--- config.mk ---
export PLATFORM = sky130hd
export DESIGN_NAME = fetch_ctrl_flat
export DESIGN_NICKNAME = d
export VERILOG_FILES = /design/src/rtl/fetch_ctrl_if.sv /design/src/rtl/fetch_ctrl.sv /design/src/flat_wrapper.sv
export SDC_FILE = /design/constraint.sdc
export NUM_CORES = 1
export LEC_CHECK = 0
export ABC_AREA = 1
export BUFFER_PORTS_ARGS = -buffer_cell sky130_fd_sc_hd__buf_2
export CAP_MARGIN = 20
export CORE_ASPECT_RATIO = 1.4
export CORE_MARGIN = 4
export CORE_UTILIZATION = 49
export DETAILED_ROUTE_END_ITERATION = 10
export GPL_TIMING_DRIVEN = 0
export PLACE_DENSITY = 0.75
export SLEW_MARGIN = 40
export SYNTH_ARGS = -nofsm -noshare
export SYNTH_HDL_FRONTEND = slang
export SYNTH_SLANG_ARGS = --single-unit
--- constraint.sdc ---
create_clock -name clk -period 4.8 [get_ports clk]
set_input_delay 0 -clock clk [delete_from_list [all_inputs] [get_ports clk]]
set_output_delay 0 -clock clk [all_outputs]
set_load 0.005 [all_outputs]
--- src/rtl/fetch_ctrl_if.sv ---
`timescale 1ns/1ps
`default_nettype none
// ============================================================================
// fetch_ctrl_if : instruction-memory request/acknowledge bus
// Revision 1.0
// ============================================================================
interface fetch_ctrl_if;
    logic        ce;
    logic        imem_req;
    logic [31:0] imem_addr;
    logic        imem_ack;

    modport master (output ce, imem_req, imem_addr, input imem_ack);
    modport slave  (input ce, imem_req, imem_addr, output imem_ack);
endinterface
`default_nettype wire

--- src/rtl/fetch_ctrl.sv ---
`timescale 1ns/1ps
`default_nettype none
// ============================================================================
// fetch_ctrl : instruction-fetch sequencer with stall, branch and drop handling
// Optional exception redirect/flush enabled by macro FETCH_CTRL_EXC_EN
// Revision 1.0
// ============================================================================
module fetch_ctrl #(
    parameter logic [31:0] RESET_PC   = 32'h0000_0000,
    parameter logic [31:0] EXC_VECTOR = 32'h0000_0020
) (
    input  logic                clk,
    input  logic                rst,
    input  logic                stallreq_id,
    input  logic                stallreq_ex,
    input  logic                branch_flag,
    input  logic [31:0]         branch_target,
`ifdef FETCH_CTRL_EXC_EN
    input  logic                exc_req,
    output logic                flush,
`endif
    fetch_ctrl_if.master        imem,
    output logic [31:0]         pc,
    output logic                if_valid,
    output logic [5:0]          stall
);

    typedef enum logic [1:0] {
        IDLE = 2'd0,
        REQ  = 2'd1,
        HOLD = 2'd2,
        DROP = 2'd3
    } state_t;

    state_t      state;
    state_t      state_nx;
    logic [31:0] pc_nx;
    logic [31:0] target;
    logic [31:0] target_nx;
    logic        exc;

`ifdef FETCH_CTRL_EXC_EN
    // Exceptions are only taken once fetching has started.
    assign exc   = exc_req && (state != IDLE);
    assign flush = exc;
`else
    logic exc_vector_unused;
    assign exc               = 1'b0;
    assign exc_vector_unused = ^EXC_VECTOR;
`endif

    assign imem.ce        = (state != IDLE);
    assign imem.imem_req  = (state == REQ) || (state == DROP);
    assign imem.imem_addr = pc;

    always_comb begin
        stall = 6'b000000;
        if (exc)
            stall = 6'b000000;
        else if (stallreq_ex)
            stall = 6'b001111;
        else if (stallreq_id)
            stall = 6'b000111;
    end

    always_comb begin
        state_nx  = state;
        pc_nx     = pc;
        target_nx = target;
        if_valid  = 1'b0;
        case (state)
            IDLE: state_nx = REQ;
            REQ: begin
                if (exc) begin
                    if (imem.imem_ack) begin
                        pc_nx = EXC_VECTOR;
                    end else begin
                        target_nx = EXC_VECTOR;
                        state_nx  = DROP;
                    end
                end else if (imem.imem_ack) begin
                    if (branch_flag) begin
                        pc_nx = branch_target;
                    end else if (stall[1]) begin
                        state_nx = HOLD;
                    end else begin
                        if_valid = 1'b1;
                        if (!stall[0])
                            pc_nx = pc + 32'd4;
                    end
                end else if (branch_flag) begin
                    // Word still in flight: remember where to go, discard it on ack.
                    target_nx = branch_target;
                    state_nx  = DROP;
                end
            end
            HOLD: begin
                if (exc) begin
                    pc_nx    = EXC_VECTOR;
                    state_nx = REQ;
                end else if (branch_flag) begin
                    pc_nx    = branch_target;
                    state_nx = REQ;
                end else if (!stall[1]) begin
                    if_valid = 1'b1;
                    pc_nx    = pc + 32'd4;
                    state_nx = REQ;
                end
            end
            DROP: begin
                if (exc) begin
                    if (imem.imem_ack) begin
                        pc_nx    = EXC_VECTOR;
                        state_nx = REQ;
                    end else begin
                        target_nx = EXC_VECTOR;
                    end
                end else if (imem.imem_ack) begin
                    pc_nx    = branch_flag ? branch_target : target;
                    state_nx = REQ;
                end else if (branch_flag) begin
                    target_nx = branch_target;
                end
            end
            default: state_nx = IDLE;
        endcase
    end

    always_ff @(posedge clk or negedge rst) begin
        if (!rst) begin
            state  <= IDLE;
            pc     <= RESET_PC;
            target <= 32'h0000_0000;
        end else begin
            state  <= state_nx;
            pc     <= pc_nx;
            target <= target_nx;
        end
    end

endmodule
`default_nettype wire
--- src/flat_wrapper.sv ---
// flat-port wrapper written by rule: the top's interface ports become plain ports
module fetch_ctrl_flat 
#(
    parameter logic [31:0] RESET_PC   = 32'h0000_0000,
    parameter logic [31:0] EXC_VECTOR = 32'h0000_0020
)
  (clk, rst, stallreq_id, stallreq_ex, branch_flag, branch_target, pc, if_valid, stall, imem_ce, imem_imem_req, imem_imem_addr, imem_imem_ack);
  fetch_ctrl_if imem_i ();
  input  logic clk;
  input  logic rst;
  input  logic stallreq_id;
  input  logic stallreq_ex;
  input  logic branch_flag;
  input  logic [31:0] branch_target;
  output logic [31:0] pc;
  output logic if_valid;
  output logic [5:0] stall;
  output wire logic [$bits(imem_i.ce)-1:0] imem_ce;
  output wire logic [$bits(imem_i.imem_req)-1:0] imem_imem_req;
  output wire logic [$bits(imem_i.imem_addr)-1:0] imem_imem_addr;
  input wire logic [$bits(imem_i.imem_ack)-1:0] imem_imem_ack;
  assign imem_ce = imem_i.ce;
  assign imem_imem_req = imem_i.imem_req;
  assign imem_imem_addr = imem_i.imem_addr;
  assign imem_i.imem_ack = imem_imem_ack;
  fetch_ctrl #(.RESET_PC(RESET_PC), .EXC_VECTOR(EXC_VECTOR)) u_core (.clk(clk), .rst(rst), .stallreq_id(stallreq_id), .stallreq_ex(stallreq_ex), .branch_flag(branch_flag), .branch_target(branch_target), .imem(imem_i), .pc(pc), .if_valid(if_valid), .stall(stall));
endmodule
After elaboration in Yosys (flattened, before gate mapping)
Cells that the tools add are included.
{"block": "word_totals", "regBits": 66}
{"block": "op_classes", "n_addsub": 1, "muxes": 23, "n_reduce_logical": 8, "eq_ne": 11, "bitwise_logic": 1}
{"operator": "$mux 32", "count": 8}
{"operator": "$pmux 32 s3", "count": 1}
{"operator": "$add 32x3->32 const B", "count": 1}
{"operator": "$ne 3x3->1 const B", "count": 6}
{"operator": "$mux 2", "count": 7}
{"operator": "$pmux 2 s4", "count": 1}
{"operator": "$reduce_and 6->1", "count": 1}
{"operator": "$reduce_and 5->1", "count": 1}
{"operator": "$eq 2x2->1 const B", "count": 2}
{"operator": "$mux 4", "count": 1}
{"operator": "$ne 2x2->1 const B", "count": 2}
{"operator": "$mux 1", "count": 3}
{"operator": "$mux 3", "count": 1}
{"operator": "$reduce_bool 3->1", "count": 1}
{"operator": "$eq 2x1->1 const B", "count": 1}
{"operator": "$logic_not 2->1", "count": 1}
{"operator": "$pmux 1 s2", "count": 1}
{"operator": "$reduce_and 2->1", "count": 1}
{"operator": "$reduce_bool 2->1", "count": 1}
{"operator": "$reduce_or 2->1", "count": 1}
{"operator": "$logic_or 1x1->1", "count": 1}
{"operator": "$not 1->1", "count": 1}

Depth between registers and ports, before layout
Gate-level depths: netlist of run 1.
{"block": "logic_depth", "word_depth": 7, "ltp_mapped": 10, "depth_no_buf": 10}

Least setup slack after synthesis of run 1
Ideal clock, no wire load.
{"block": "synth_timing", "kind": "reg-to-reg", "startpoint": "register u_core.state[1]", "endpoint": "register u_core.pc[5] (netlist: u_core.imem.imem_addr[5])", "t_arrival_ns": 1.436, "path_stages_with_launch": 10, "period_less_slack_ns": 1.555, "path_buffers": 1, "setup_slack_ns": 3.245, "setup_ns": 0.120, "path_cell_list": "dfrtp_1 -> inv_1 -> ha_1 -> a21oi_4 -> nand2_2 -> nor2_4 -> buf_6 -> o211ai_1 -> o21ai_0 -> inv_1"}
{"block": "synth_between", "elab_chain_len": 3, "elab_cells_between_ends": 11, "classes_between": "eq/ne: 8; mux: 1; reduce/logical: 2"}
{"element": "start: declaration", "line_no": "fetch_ctrl.sv:35", "text": "state_t state;"}
{"element": "start signal: assignment", "line_no": "fetch_ctrl.sv:135", "text": "state <= state_nx;"}
{"element": "$eq 2x1->1 or $eq 2x2->1 (tied branches)", "line_no": "fetch_ctrl.sv:71", "text": "case (state)"}
{"element": "$ne 3x3->1 (no source line) (tied with other cells)"}
{"element": "$reduce_and 6->1 (no source line)"}
{"element": "end signal: assignment", "line_no": "fetch_ctrl.sv:136", "text": "pc <= pc_nx;"}
{"element": "end: declaration", "line_no": "fetch_ctrl.sv:23", "text": "output logic [31:0] pc,"}
Several ways; a longest one is shown, not always the timed one.
A chain may end at the register's enable or synchronous reset.

Final worst setup path of run 1
{"block": "layout_timing", "startpoint": "register u_core.state[1]", "endpoint": "register u_core.target[10]"}
{"block": "layout_between", "elab_chain_len": 3, "elab_cells_between_ends": 4, "classes_between": "eq/ne: 2; reduce/logical: 2"}
{"element": "$eq 2x2->1 or $eq 2x1->1 (tied branches)", "line_no": "fetch_ctrl.sv:71"}
{"element": "$reduce_or 2->1 (no source line) *"}
{"element": "$reduce_and 2->1 (no source line) *"}
{"element": "end signal: assignment", "line_no": "fetch_ctrl.sv:137", "text": "target <= target_nx;"}
{"element": "end: declaration", "line_no": "fetch_ctrl.sv:38", "text": "logic [31:0] target;"}
Mark *: on every way between the ends. The rest lies on a longest branch, timed or not.

==> metrics, run 1 <==
I/O pin count 111; vias 4409; DRT antenna net count 0; CTS tree done; Residual DRC 0; hold depth 5; RR Startpoint u_core.state[1]; Core ar. roughly 8600 sq um; Total GRT Usage around a quarter; Syn Inst Count 621; PD cells roughly 680 nW/um^2; die area 10400 sq um; I/O Buffers 107; Hold Worst Slack 39.9 ps; max-slew violation count 0; Avg Cell Area, Syn ~7.0 sq um; worst hold-check path type in -> reg; n_diodes 0; CP cell instances inv_1 > ha_1 > inv_1 > o21ai_2 > buf_2 > nand2_1 > o21ai_0; Worst Reg-to-Reg Cells 7; pin count of the biggest net entering global routing 38; Fin Setup TNS 0 ps; clk slew on worst S/H paths 60 ps; Hold Crit Start branch_target[1]; final net count 789; die height 119 um; Avg WL per Cell around 15 um; Yosys warnings 0; maximum VDD drop 0.000394 V; Fmax achieved around 520 MHz; Final WS setup 2870 ps; final core occ between 60% and 70%; CTS resizes 0; first-pass GRT wire length 20500 um; vias in the first global route 4341; Critical Path Max Stage Delay approximately 400 ps; initial antenna violation count 0; CTS Buffer Depth 2; Synth Register Bits 66; htree depth 3; die width 87.5 um; Seq/Total Area, Yosys 38.1%; CP Capture Type register; clk_lat worst skew between 300 and 400 ps; cell with the largest stage delay on the worst path dfrtp_1; Initial Util slightly above 50%; most used cell, CP inv_1; r2r endpoint u_core.target[10]; post-layout min period about 1900 ps; Crit path max-delay family buffers and inverters; most frequent cells in the layout 169 x nand2_1, 114 x buf_2, 69 x o21ai_0; worst-margin pin slew 542 ps; Max-cap violations 0; Final setup viols 0; GPL Wtd Cong 0.961; standard-cell row count 40; non-filler cells in the finished layout 856; grt total ovfl 0; Setup WS pre-CTS around 3000 ps; final hold vios 0; clock root buffer master clkbuf_16; Avg Vias per Cell 5.15; layout overhead on the synthesized area 23.5%; kind of launch point of the worst setup path register; Setup Buffers After CTS 0; CP required 5040 ps; clk_skew 4.40 ps; Setup CP Type reg -> reg; WP data arrival 2180 ps; Inst Count DP 835; period utilisation layout roughly two fifths; clk sink count 66; Distinct cells, synth 36; HPWL Detailed between 9000 and 10000 um; commonest non-fill, non-tap cell in the layout nand2_1; Leakage Power 2.69 nW; Min-Delay Endpoint u_core.imem.imem_addr[1]; Crit Path Max Fanout 10; 1st-iter DRT viols 266; Slew headroom 63.8%; filler instances 822; share of layout cells above drive strength 1 approximately a quarter; Critical Path Start u_core.state[1]; reg2reg setup slack 2870 ps; status finished clean; final wirelength 12600 um; 1st-pass router iterations 5; Cell Area, Synth between 4000 and 5000 sq um; WP buf/inv 3; Hold-fix buffers, CTS 5; CTS Buf Count 9; RSZ-0062 raised after global routing no
==> registers in the layout, summed over array words and instances (netlist names) <==
signal                 cells
u_core.imem.imem_addr     32
u_core.state               2
u_core.target             32
==> area by class of cell <==
type,instances,area (sq um),share of cell area (%)
Inverter,66,253,4.72
Sequential cell,66,1650,30.9
Clock inverter,5,30.0,0.561
Buffer,61,418,7.81
Multi-Input combinational cell,429,2010,37.6
Tap cell,105,131,2.45
Timing Repair Buffer,113,612,11.4
Clock buffer,11,243,4.54
==> metal layers <==
metal  wire [um]  vias up  global-route usage (%)
met1        5120     2022                    30.7
li1            -     2193                       -
met5           0        -                       0
met4         369        0                    9.69
met3         780       27                    5.47
met2        6290      167                    42.4
==> cell usage after synthesis <==
| cell | number | share of area, % |
|---|---|---|
| o211ai_1 | 1 | 0.17 |
| clkinv_4 | 1 | 0.20 |
| nand2_2 | 2 | 0.29 |
| ha_1 | 5 | 1.4 |
| o221ai_1 | 1 | 0.20 |
| nand3_1 | 27 | 3.1 |
| and2_1 | 1 | 0.14 |
| o21ai_0 | 69 | 8.0 |
| a41oi_1 | 1 | 0.20 |
| a21oi_4 | 1 | 0.38 |
| inv_2 | 1 | 0.087 |
| xor2_1 | 3 | 0.61 |
| buf_6 | 4 | 1.0 |
| a31oi_1 | 4 | 0.58 |
| dfrtp_1 | 66 | 38 |
| nor3_1 | 2 | 0.23 |
| nor2_4 | 3 | 0.78 |
| conb_1 | 1 | 0.087 |
| buf_2 | 8 | 0.92 |
| clkbuf_1 | 8 | 0.69 |
| nand3b_1 | 1 | 0.17 |
| clkbuf_2 | 2 | 0.23 |
| o21ai_1 | 1 | 0.12 |
| nand3_4 | 1 | 0.40 |
| inv_1 | 64 | 5.5 |
| a22oi_1 | 1 | 0.17 |
| nand2_1 | 169 | 15 |
| o21a_1 | 4 | 0.69 |
| buf_4 | 39 | 6.8 |
| xnor2_1 | 6 | 1.2 |
| o21bai_1 | 1 | 0.17 |
| nor2_2 | 4 | 0.58 |
| nand4_1 | 1 | 0.14 |
| a21oi_1 | 49 | 5.7 |
| nor2_1 | 67 | 5.8 |
| o21ai_2 | 2 | 0.40 |
==> power breakdown <==
part / internal (mW) / switching [mW] / total [mW]
logic: 0.845 / 1.07 / 1.91
clock network: 0.361 / 0.247 / 0.608
registers: 0.836 / 0.294 / 1.13
total: 2.04 / 1.61 / 3.65
==> metrics by stage <==
stage                     power, mW  area, sq um
after floorplan                2.35         4340
after global placement         2.97         5000
after detailed placement       3.04         5030
after CTS                      3.66         5350
after global routing           3.97         5350
final                          3.65         5350
==> worst register-to-register path: stages (launching register included) <==
cell and delay (ps):
dfrtp_1 400, inv_1 110, ha_1 360, inv_1 120
o21ai_2 360, buf_2 340, nand2_1 70, o21ai_0 90
==> worst max path at each step <==
stage	to	slack, ps	cells after the start
after global placement	u_core.target[17]	2990	6
after floorplan	u_core.imem.imem_addr[5]	3240	9
after detailed placement	u_core.target[10]	2930	6
after global routing	u_core.target[12]	2640	7
after CTS	u_core.target[10]	2880	7
final	u_core.target[10]	2870	7
==> cell families (layout without fill, tap and decap cells) <==
logic type / after synthesis / count (layout) / share of synthesized area, %
compound gates: 135 / 135 / 16.7
other cells: 1 / 2 / 0.0866
buf+inv: 127 / 256 / 15.5
flops: 66 / 66 / 38.1
simple gates: 278 / 278 / 26.3
fa+ha+maj: 5 / 5 / 1.44
xor+xnor: 9 / 9 / 1.82
Note: power is estimated with default switching activity, not from simulation.
==> run 2: changes to the inputs <==
--- a/config.mk
+++ b/config.mk
@@ -13,7 +13,7 @@
 export CORE_UTILIZATION = 49
 export DETAILED_ROUTE_END_ITERATION = 10
 export GPL_TIMING_DRIVEN = 0
-export PLACE_DENSITY = 0.75
+export PLACE_DENSITY = 0.78
 export SLEW_MARGIN = 40
 export SYNTH_ARGS = -nofsm -noshare
 export SYNTH_HDL_FRONTEND = slang
==> constraint.sdc (replaced) <==
create_clock -name clk -period 1.76 [get_ports clk]
set_input_delay 0 -clock clk [delete_from_list [all_inputs] [get_ports clk]]
set_output_delay 0 -clock clk [all_outputs]
set_load 0.005 [all_outputs]
==> metrics, run 2 (synthesis gave the netlist of run 1 again) <==
clk_lat worst skew 340 ps; maximum VDD drop 0.000985 V; Critical Path Max Stage Delay 440 ps; Hold Crit Start branch_target[20]; Initial Util about half; Setup CP Type reg -> reg; final hold vios 0; Inst Count DP 835; hold depth 5; Worst Reg-to-Reg Cells 9; I/O pin count 111; 1st-iter DRT viols 290; die area approximately 10000 sq um; CTS Buf Count 9; clk sink count 66; Final WS setup 25.2 ps; final wirelength 12500 um; 1st-pass router iterations 5; Setup WS pre-CTS -142 ps; GPL Wtd Cong 0.957; Avg Vias per Cell 5.18; initial antenna violation count 0; Final setup viols 0; Avg WL per Cell around 14 um; period utilisation layout 98.6%; RR Startpoint u_core.state[0]; kind of launch point of the worst setup path register; clk slew on worst S/H paths 60 ps; CP cell instances inv_2 > ha_1 > nand2_1 > o21ai_4 > inv_1 > nand3_4 > buf_8 > a21oi_1 > a21oi_1; final net count 797; Hold Worst Slack roughly 33 ps; final core occ 64.5%; Residual DRC 0; PD cells 1870 nW/um^2; HPWL Detailed ~9500 um; I/O Buffers 107; die height 119 um; Total GRT Usage 24.4%; WP data arrival between 1500 and 2000 ps; pin count of the biggest net entering global routing 41; cell with the largest stage delay on the worst path dfrtp_2; die width 87.5 um; htree depth 3; worst hold-check path type in -> reg; CP required 1990 ps; Crit path max-delay family flip-flops; standard-cell row count 40; RSZ-0062 raised after global routing yes; Leakage Power 2.74 nW; area of placed instances between 5000 and 6000 sq um; post-layout min period about 1700 ps; max-slew violation count 0; DRT antenna net count 0; Final Cell Area 5550 sq um; r2r endpoint u_core.imem.imem_addr[20]; non-filler cells in the finished layout approximately 860; CP Capture Type register; status finished clean; Fmax achieved 576 MHz; n_diodes 0; grt total ovfl 0; CTS Buffer Depth 2; Max-cap violations 0; vias in the first global route 4212; share of layout cells above drive strength 1 30.0%; Min-Delay Endpoint u_core.target[20]; first-pass GRT wire length 19900 um; WP buf/inv 3; clk_skew roughly 11 ps; total stage count of the critical path 9; most used cell, CP a21oi_1; clock root buffer master clkbuf_16; commonest non-fill, non-tap cell in the layout nand2_1; Crit Path Max Fanout 10; Core ar. 8610 sq um; layout overhead on the synthesized area 28.2%; most frequent cells in the layout 167 x nand2_1, 110 x buf_2, 65 x nor2_1; CTS tree done; vias 4477; reg2reg setup slack ~25 ps
-- run 2: through the flow --
| stage | power, mW | setup TNS, ps |
|---|---|---|
| final | 10.4 | 0 |
| after global routing | 11.3 | -603 |
| after CTS | 9.93 | 0 |
| after detailed placement | 8.22 | -2900 |
| after global placement | 8.07 | -657 |
| after floorplan | 6.40 | 0 |
-- run 2: routing by layer --
| layer | global-route usage [%] | part of all wire (%) | up-vias |
|---|---|---|---|
| met5 | 0 | 0 | - |
| met4 | 11.0 | 3.0 | 0 |
| met3 | 6.09 | 5.9 | 29 |
| met2 | 39.4 | 50 | 162 |
| met1 | 30.2 | 41 | 2071 |
| li1 | - | - | 2215 |
-- run 2: cell type report --
class                      count  area (sq um)
clock buffer                  10           229
fill                         765          3060
inverter                      66           253
tap                          105           131
clock inverter                 6          42.5
multi-input combinational    430          2120
sequential                    66          1660
buffer                        61           454
timing repair buffer         120           662
-- run 2: how the worst max path moves through the flow --
stage                    startpoint                   endpoint
global placement    u_core.state[1]           u_core.target[4]
finish              u_core.state[0]  u_core.imem.imem_addr[20]
floorplan           u_core.state[1]   u_core.imem.imem_addr[5]
detailed placement  u_core.state[1]          u_core.target[12]
CTS                 u_core.state[0]  u_core.imem.imem_addr[22]
global route        u_core.state[0]  u_core.imem.imem_addr[17]
-- run 2: tightest hold or removal path: cells and delay by family --
family | cells | cell delay (ps)
AOI/OAI and AO/OA | 2 | 160
buffers and inverters | 1 | 80
and+or+nand+nor | 2 | 100
-- run 2: repair_timing --
action / in CTS / in global routing
setup buffers: 0 / 6
endpoints found under the hold margin: 70 / 0
gates cloned: 0 / 2
hold buffers: 5 / 0
pin swaps: 1 / 6
endpoints found under the setup margin: 42 / 61
resized for setup: 5 / 52
-- run 2: where the power goes --
| part | internal (mW) | switching, mW | total (mW) |
|---|---|---|---|
| Combinational | 2.61 | 3.08 | 5.69 |
| Sequential | 2.29 | 0.793 | 3.08 |
| Clock | 0.954 | 0.676 | 1.63 |
